$ cat src/rtl/program_loader.sv
// ---------------------------------------------------------------------------
// program_loader
//   Receives a framed program image over a byte-wide valid/ready link and
//   writes it into instruction memory. The CPU is released from reset once a
//   full frame with a matching checksum has been loaded.
//
//   Frame: 0xA5, N[15:8], N[7:0], N words (DATA_WIDTH/8 bytes each, MSB
//   first), then one checksum byte equal to the XOR of all word bytes.
//
// Ports
//   clock         rising-edge clock
//   reset         asynchronous active-high reset
//   in_data       byte from host link
//   in_valid      in_data valid
//   in_ready      loader can accept a byte (transfer = in_valid && in_ready)
//   imem_addr     instruction memory write address
//   imem_wvalue   instruction word to write
//   imem_wenable  one-cycle write strobe
//   cpu_nreset    active-low CPU reset, high only in RUN
//   busy          high from sync byte until the checksum byte is consumed
//   error         sticky load failure (cleared by the next sync byte)
//   words_loaded  number of words written in the current load
// ---------------------------------------------------------------------------
module program_loader #(
   parameter int ADDR_WIDTH = 8,
   parameter int DATA_WIDTH = 16
) (
   input  logic                  clock,
   input  logic                  reset,
   input  logic [7:0]            in_data,
   input  logic                  in_valid,
   output logic                  in_ready,
   output logic [ADDR_WIDTH-1:0] imem_addr,
   output logic [DATA_WIDTH-1:0] imem_wvalue,
   output logic                  imem_wenable,
   output logic                  cpu_nreset,
   output logic                  busy,
   output logic                  error,
   output logic [ADDR_WIDTH:0]   words_loaded
);

   localparam int              BYTES     = DATA_WIDTH / 8;
   localparam int              BCW       = (BYTES > 1) ? $clog2(BYTES) : 1;
   localparam logic [BCW-1:0]  LAST_BYTE = BCW'(BYTES - 1);
   // Largest legal word count; lengths above this would wrap the address.
   localparam logic [16:0]     MAX_WORDS = 17'(2 ** ADDR_WIDTH);
   localparam logic [7:0]      SYNC      = 8'hA5;

   typedef enum logic [2:0] {
      IDLE,
      LEN_HI,
      LEN_LO,
      DATA,
      CHECK,
      RUN
   } state_t;

   state_t                  state;
   logic [15:0]             len;
   logic [7:0]              csum;
   logic [DATA_WIDTH-1:0]   word_reg;
   logic [BCW-1:0]          byte_cnt;

   logic                    take;
   logic [15:0]             len_n;
   logic [DATA_WIDTH-1:0]   word_n;
   logic [ADDR_WIDTH:0]     wl_n;
   logic                    last_word;

   assign take      = in_valid && in_ready;
   assign len_n     = {len[15:8], in_data};
   // Shift in MSB-first; the shift form also covers DATA_WIDTH == 8.
   assign word_n    = (word_reg << 8) | DATA_WIDTH'(in_data);
   assign wl_n      = words_loaded + 1'b1;
   // words_loaded is bumped on the accepting edge of each word's last byte,
   // so the word being completed now is number wl_n.
   assign last_word = (17'(wl_n) == {1'b0, len});

   always_ff @(posedge clock or posedge reset) begin
      if (reset) begin
         state        <= IDLE;
         len          <= '0;
         csum         <= '0;
         word_reg     <= '0;
         byte_cnt     <= '0;
         in_ready     <= 1'b1;
         imem_addr    <= '0;
         imem_wvalue  <= '0;
         imem_wenable <= 1'b0;
         cpu_nreset   <= 1'b0;
         busy         <= 1'b0;
         error        <= 1'b0;
         words_loaded <= '0;
      end else begin
         // Strobe is a single cycle; address/data simply hold.
         imem_wenable <= 1'b0;

         case (state)
            IDLE: begin
               if (take && in_data == SYNC) begin
                  state        <= LEN_HI;
                  error        <= 1'b0;
                  words_loaded <= '0;
                  csum         <= '0;
                  byte_cnt     <= '0;
                  busy         <= 1'b1;
               end
            end

            LEN_HI: begin
               if (take) begin
                  len[15:8] <= in_data;
                  state     <= LEN_LO;
               end
            end

            LEN_LO: begin
               if (take) begin
                  len[7:0] <= in_data;
                  byte_cnt <= '0;
                  if ({1'b0, len_n} > MAX_WORDS) begin
                     error <= 1'b1;
                     busy  <= 1'b0;
                     state <= IDLE;
                  end else if (len_n == 16'd0) begin
                     state <= CHECK;
                  end else begin
                     state <= DATA;
                  end
               end
            end

            DATA: begin
               // in_ready stays high here, so a byte can land in the same
               // cycle the previous word's write strobe is out.
               if (take) begin
                  csum     <= csum ^ in_data;
                  word_reg <= word_n;
                  if (byte_cnt == LAST_BYTE) begin
                     byte_cnt     <= '0;
                     imem_wenable <= 1'b1;
                     imem_addr    <= words_loaded[ADDR_WIDTH-1:0];
                     imem_wvalue  <= word_n;
                     words_loaded <= wl_n;
                     if (last_word)
                        state <= CHECK;
                  end else begin
                     byte_cnt <= byte_cnt + 1'b1;
                  end
               end
            end

            CHECK: begin
               if (take) begin
                  busy <= 1'b0;
                  if (in_data == csum) begin
                     state      <= RUN;
                     cpu_nreset <= 1'b1;
                     in_ready   <= 1'b0;
                  end else begin
                     error <= 1'b1;
                     state <= IDLE;
                  end
               end
            end

            RUN: begin
               // Terminal until reset; the host link is ignored.
               cpu_nreset <= 1'b1;
               in_ready   <= 1'b0;
            end

            default: begin
               state <= IDLE;
            end
         endcase
      end
   end

endmodule

$ cat config.mk
export PLATFORM = sky130hd
export DESIGN_NAME = program_loader
export DESIGN_NICKNAME = d
export VERILOG_FILES = /design/src/rtl/program_loader.sv
export SDC_FILE = /design/constraint.sdc
export NUM_CORES = 1
export LEC_CHECK = 0
export ABC_AREA = 1
export BUFFER_PORTS_ARGS = -buffer_cell sky130_fd_sc_hd__buf_2
export CAP_MARGIN = 20
export CORE_MARGIN = 2
export CORE_UTILIZATION = 30
export CTS_CLUSTER_SIZE = 28
export DETAILED_ROUTE_END_ITERATION = 10
export RECOVER_POWER = 50
export SLEW_MARGIN = 20
export SYNTH_ARGS = -nofsm -noshare
export SYNTH_HDL_FRONTEND = slang
export SYNTH_SLANG_ARGS = --single-unit
$ cat constraint.sdc
create_clock -name clock -period 3.8 [get_ports clock]
set_input_delay 0.19 -clock clock [delete_from_list [all_inputs] [get_ports clock]]
set_output_delay 0.19 -clock clock [all_outputs]
set_load 0.01 [all_outputs]
==> impl_metrics.toml <==
[drt]
routed_wl_um = 8380
firstDrtPassIters = 4
route.vias.total = 2958
drtIter0Drc = 232
avgViaCountPerCell = 4.71
avgRoutedWirePerCell_um = 13.3
drc = 0
detail-route-antenna-nets = 0

[setup_path]
cp.arrival_ns = 2.56
worstSetupPathType = "register to register"
crit_path_max_fanout = 27
regToRegSetupSlack_ns = 1.45
end_kind = "register"
required_ns = 4.02
critPathLaunchType = "register"

[timing]
finalCriticalPeriod_ns = 2.35
worstMarginPinSlew_ns = 1.32
setup_tns_ns = 0
slew_headroom_pct = 12.1
fin_crit_sh_pct = 61.8
hold_viol = 0
max_freq_mhz = 426
setup_viol = 0
final-max-slew-violation-count = 0
finClkSkew_ns = 0.00677
grt_setup_unrepaired = "no"

[pwr]
p_per_area_nw_per_um2 = 728
ir_drop_mv = 0.470
p_leak_nw = 2.10

[finish]
multi_input_area_um2 = 1440
finalNetCount = 493
final_cell_mix = "116 x nand2_1, 73 x dfrtp_1, 45 x inv_1"
top_regs = "imem_wvalue: 16 flops, len: 16 flops, words_loaded: 9 flops"
final_core_util_pct = 36.6
layout_commonest_cell = "nand2_1"
diodes = 0
areaGrowthSynthToFinish_pct = 18.8
seq_area_um2 = 1850
drive_gt1_share_pct = 15.7
fill_cells = 1179

[logic_synthesis]
ys.warnings.count = 0
seq_area_frac_synth_pct = 52.4
syn_area_per_cell_um2 = 8.26
yosysUniqueCellTypes = 32
syn_inst = 428
syn-num-nets = 440
yosys_register_bits = 74
syn_area_um2 = 3530

[global_route]
grt_pass1_vias = 2930
grt_usage_pct = 14.2
gr-total-overflow = 0
grt_max_degree = 36
antenna_found_initial = 0
grt_pass1_wl_um = 14400

[cts]
postCtsHoldBufs = 0
cts_resized = 0
h-tree-depth = 3
clk_latency_ns = 0.34
path_clk_slew_ns = 0.06
postCtsSetupBuffers = 0
clock_path_buffers = 2
cts.sinks = 74
cts_root_buf = "clkbuf_16"
cts_inserted_buffers = 9
cts_tree = "done"

[placed_design]
dp_hpwl_um = 6240
gp_congestion = 0.913
port_buffers = 48

[die]
core_area_um2 = 11500
start_util_pct = 30.8
die_h_um = 113
io_pins = 49
die_w_um = 113
rows = 39
dieArea_um2 = 12700

[run]
maxCapViolCount = 0

[min_path]
hp-class = "input pin to register"

[outcome]
status = "finished, final reports clean"
==> layer usage <==
metal,GRT usage [%],up-vias,wire [µm]
met1,19.5,1399,4120
met5,0,-,0
li1,-,1490,-
met4,3.58,0,78
met2,22.3,61,3770
met3,4.05,8,415
==> final cells by class <==
class | count | area share (%)
clock buffers | 10 | 5.69
inverters | 53 | 4.80
well taps | 143 | 4.26
multi-input cells | 292 | 34.3
clock inverters | 5 | 1.31
flip-flops and latches | 74 | 44.1
repair buffers | 51 | 5.51
==> power by group <==
| group | total (mW) | switching, mW | leakage [nW] | internal, mW |
|---|---|---|---|---|
| sequential | 1.22 | 0.165 | 0.978 | 1.05 |
| clock | 0.840 | 0.320 | 0.140 | 0.520 |
| combinational | 1.00 | 0.664 | 0.981 | 0.337 |
| total | 3.06 | 1.15 | 2.10 | 1.91 |
==> logic make-up after synthesis <==
logic type / share of synthesized area [%]
adders and majority gates: 0.354
xor gates and xnor gates: 1.98
DFF: 52.4
and+or+nand+nor: 27.5
buffers and inverters: 6.83
AOI/OAI and AO/OA: 10.9
==> through the flow <==
| step | total power [mW] | std cells | hold WS (ns) | setup slack, ns | cell area (µm²) |
|---|---|---|---|---|---|
| CTS | 3.11 | 628 | 0.00947 | 1.44 | 4230 |
| detailed placement | 2.25 | 613 | 0.368 | 1.45 | 3940 |
| finish | 3.06 | 628 | 0.128 | 1.45 | 4200 |
| global placement | 2.21 | 613 | 0.353 | 1.52 | 3940 |
| floorplan | 1.94 | 428 | 0.311 | 1.73 | 3530 |
| global route | 3.30 | 628 | 0.130 | 1.16 | 4200 |
==> final timing paths <==
check | end | startpoint | depth (start not counted)
worst min register to register | in_ready$_DFFE_PP1P_ | in_ready$_DFFE_PP1P_ | 2
min in group asynchronous | imem_addr[7]$_DFFE_PP0P_ | reset | 2
worst max-delay path | imem_wvalue[12]$_DFFE_PP0P_ | state[2]$_DFFE_PP0P_ | 7
worst min-delay path | word_reg[6]$_DFFE_PP0P_ | in_data[6] | 3
max in group asynchronous | len[2]$_DFFE_PP0P_ | reset | 3
worst max register to register | imem_wvalue[12]$_DFFE_PP0P_ | state[2]$_DFFE_PP0P_ | 7
==> critical path: stages, from the launching register on <==
cell and delay (ns):
dfrtp_1 0.45, nor2_2 0.18, nand2_2 0.12, nor2_4 0.29, nand2_1 0.59, buf_4 0.45, nand2_1 0.09, o21ai_1 0.06
==> Yosys cell counts <==
library cell,count,share of area (%)
dfstp_2,1,0.74
inv_4,1,0.18
o22ai_1,4,0.71
nor3_1,1,0.14
o21a_1,1,0.21
ha_1,1,0.35
nor4_1,1,0.18
o21ai_1,32,4.5
buf_4,1,0.21
buf_2,2,0.28
a21oi_1,3,0.42
clkbuf_1,6,0.64
nor2_4,6,1.9
nand3_2,3,0.85
inv_1,45,4.8
nor2_2,3,0.53
nor3_2,1,0.28
xor2_1,6,1.5
nand2_2,6,1.1
nand3b_4,1,0.57
a21oi_2,1,0.25
dfrtp_1,73,52
nand4_1,8,1.4
nand2_1,116,12
or2_2,1,0.18
xnor2_1,2,0.50
nand3_1,34,4.8
inv_2,7,0.74
nand3b_1,3,0.64
nor2_1,25,2.7
o21bai_1,1,0.21
o21ai_0,32,4.5
(Power assumes the default switching activity.)
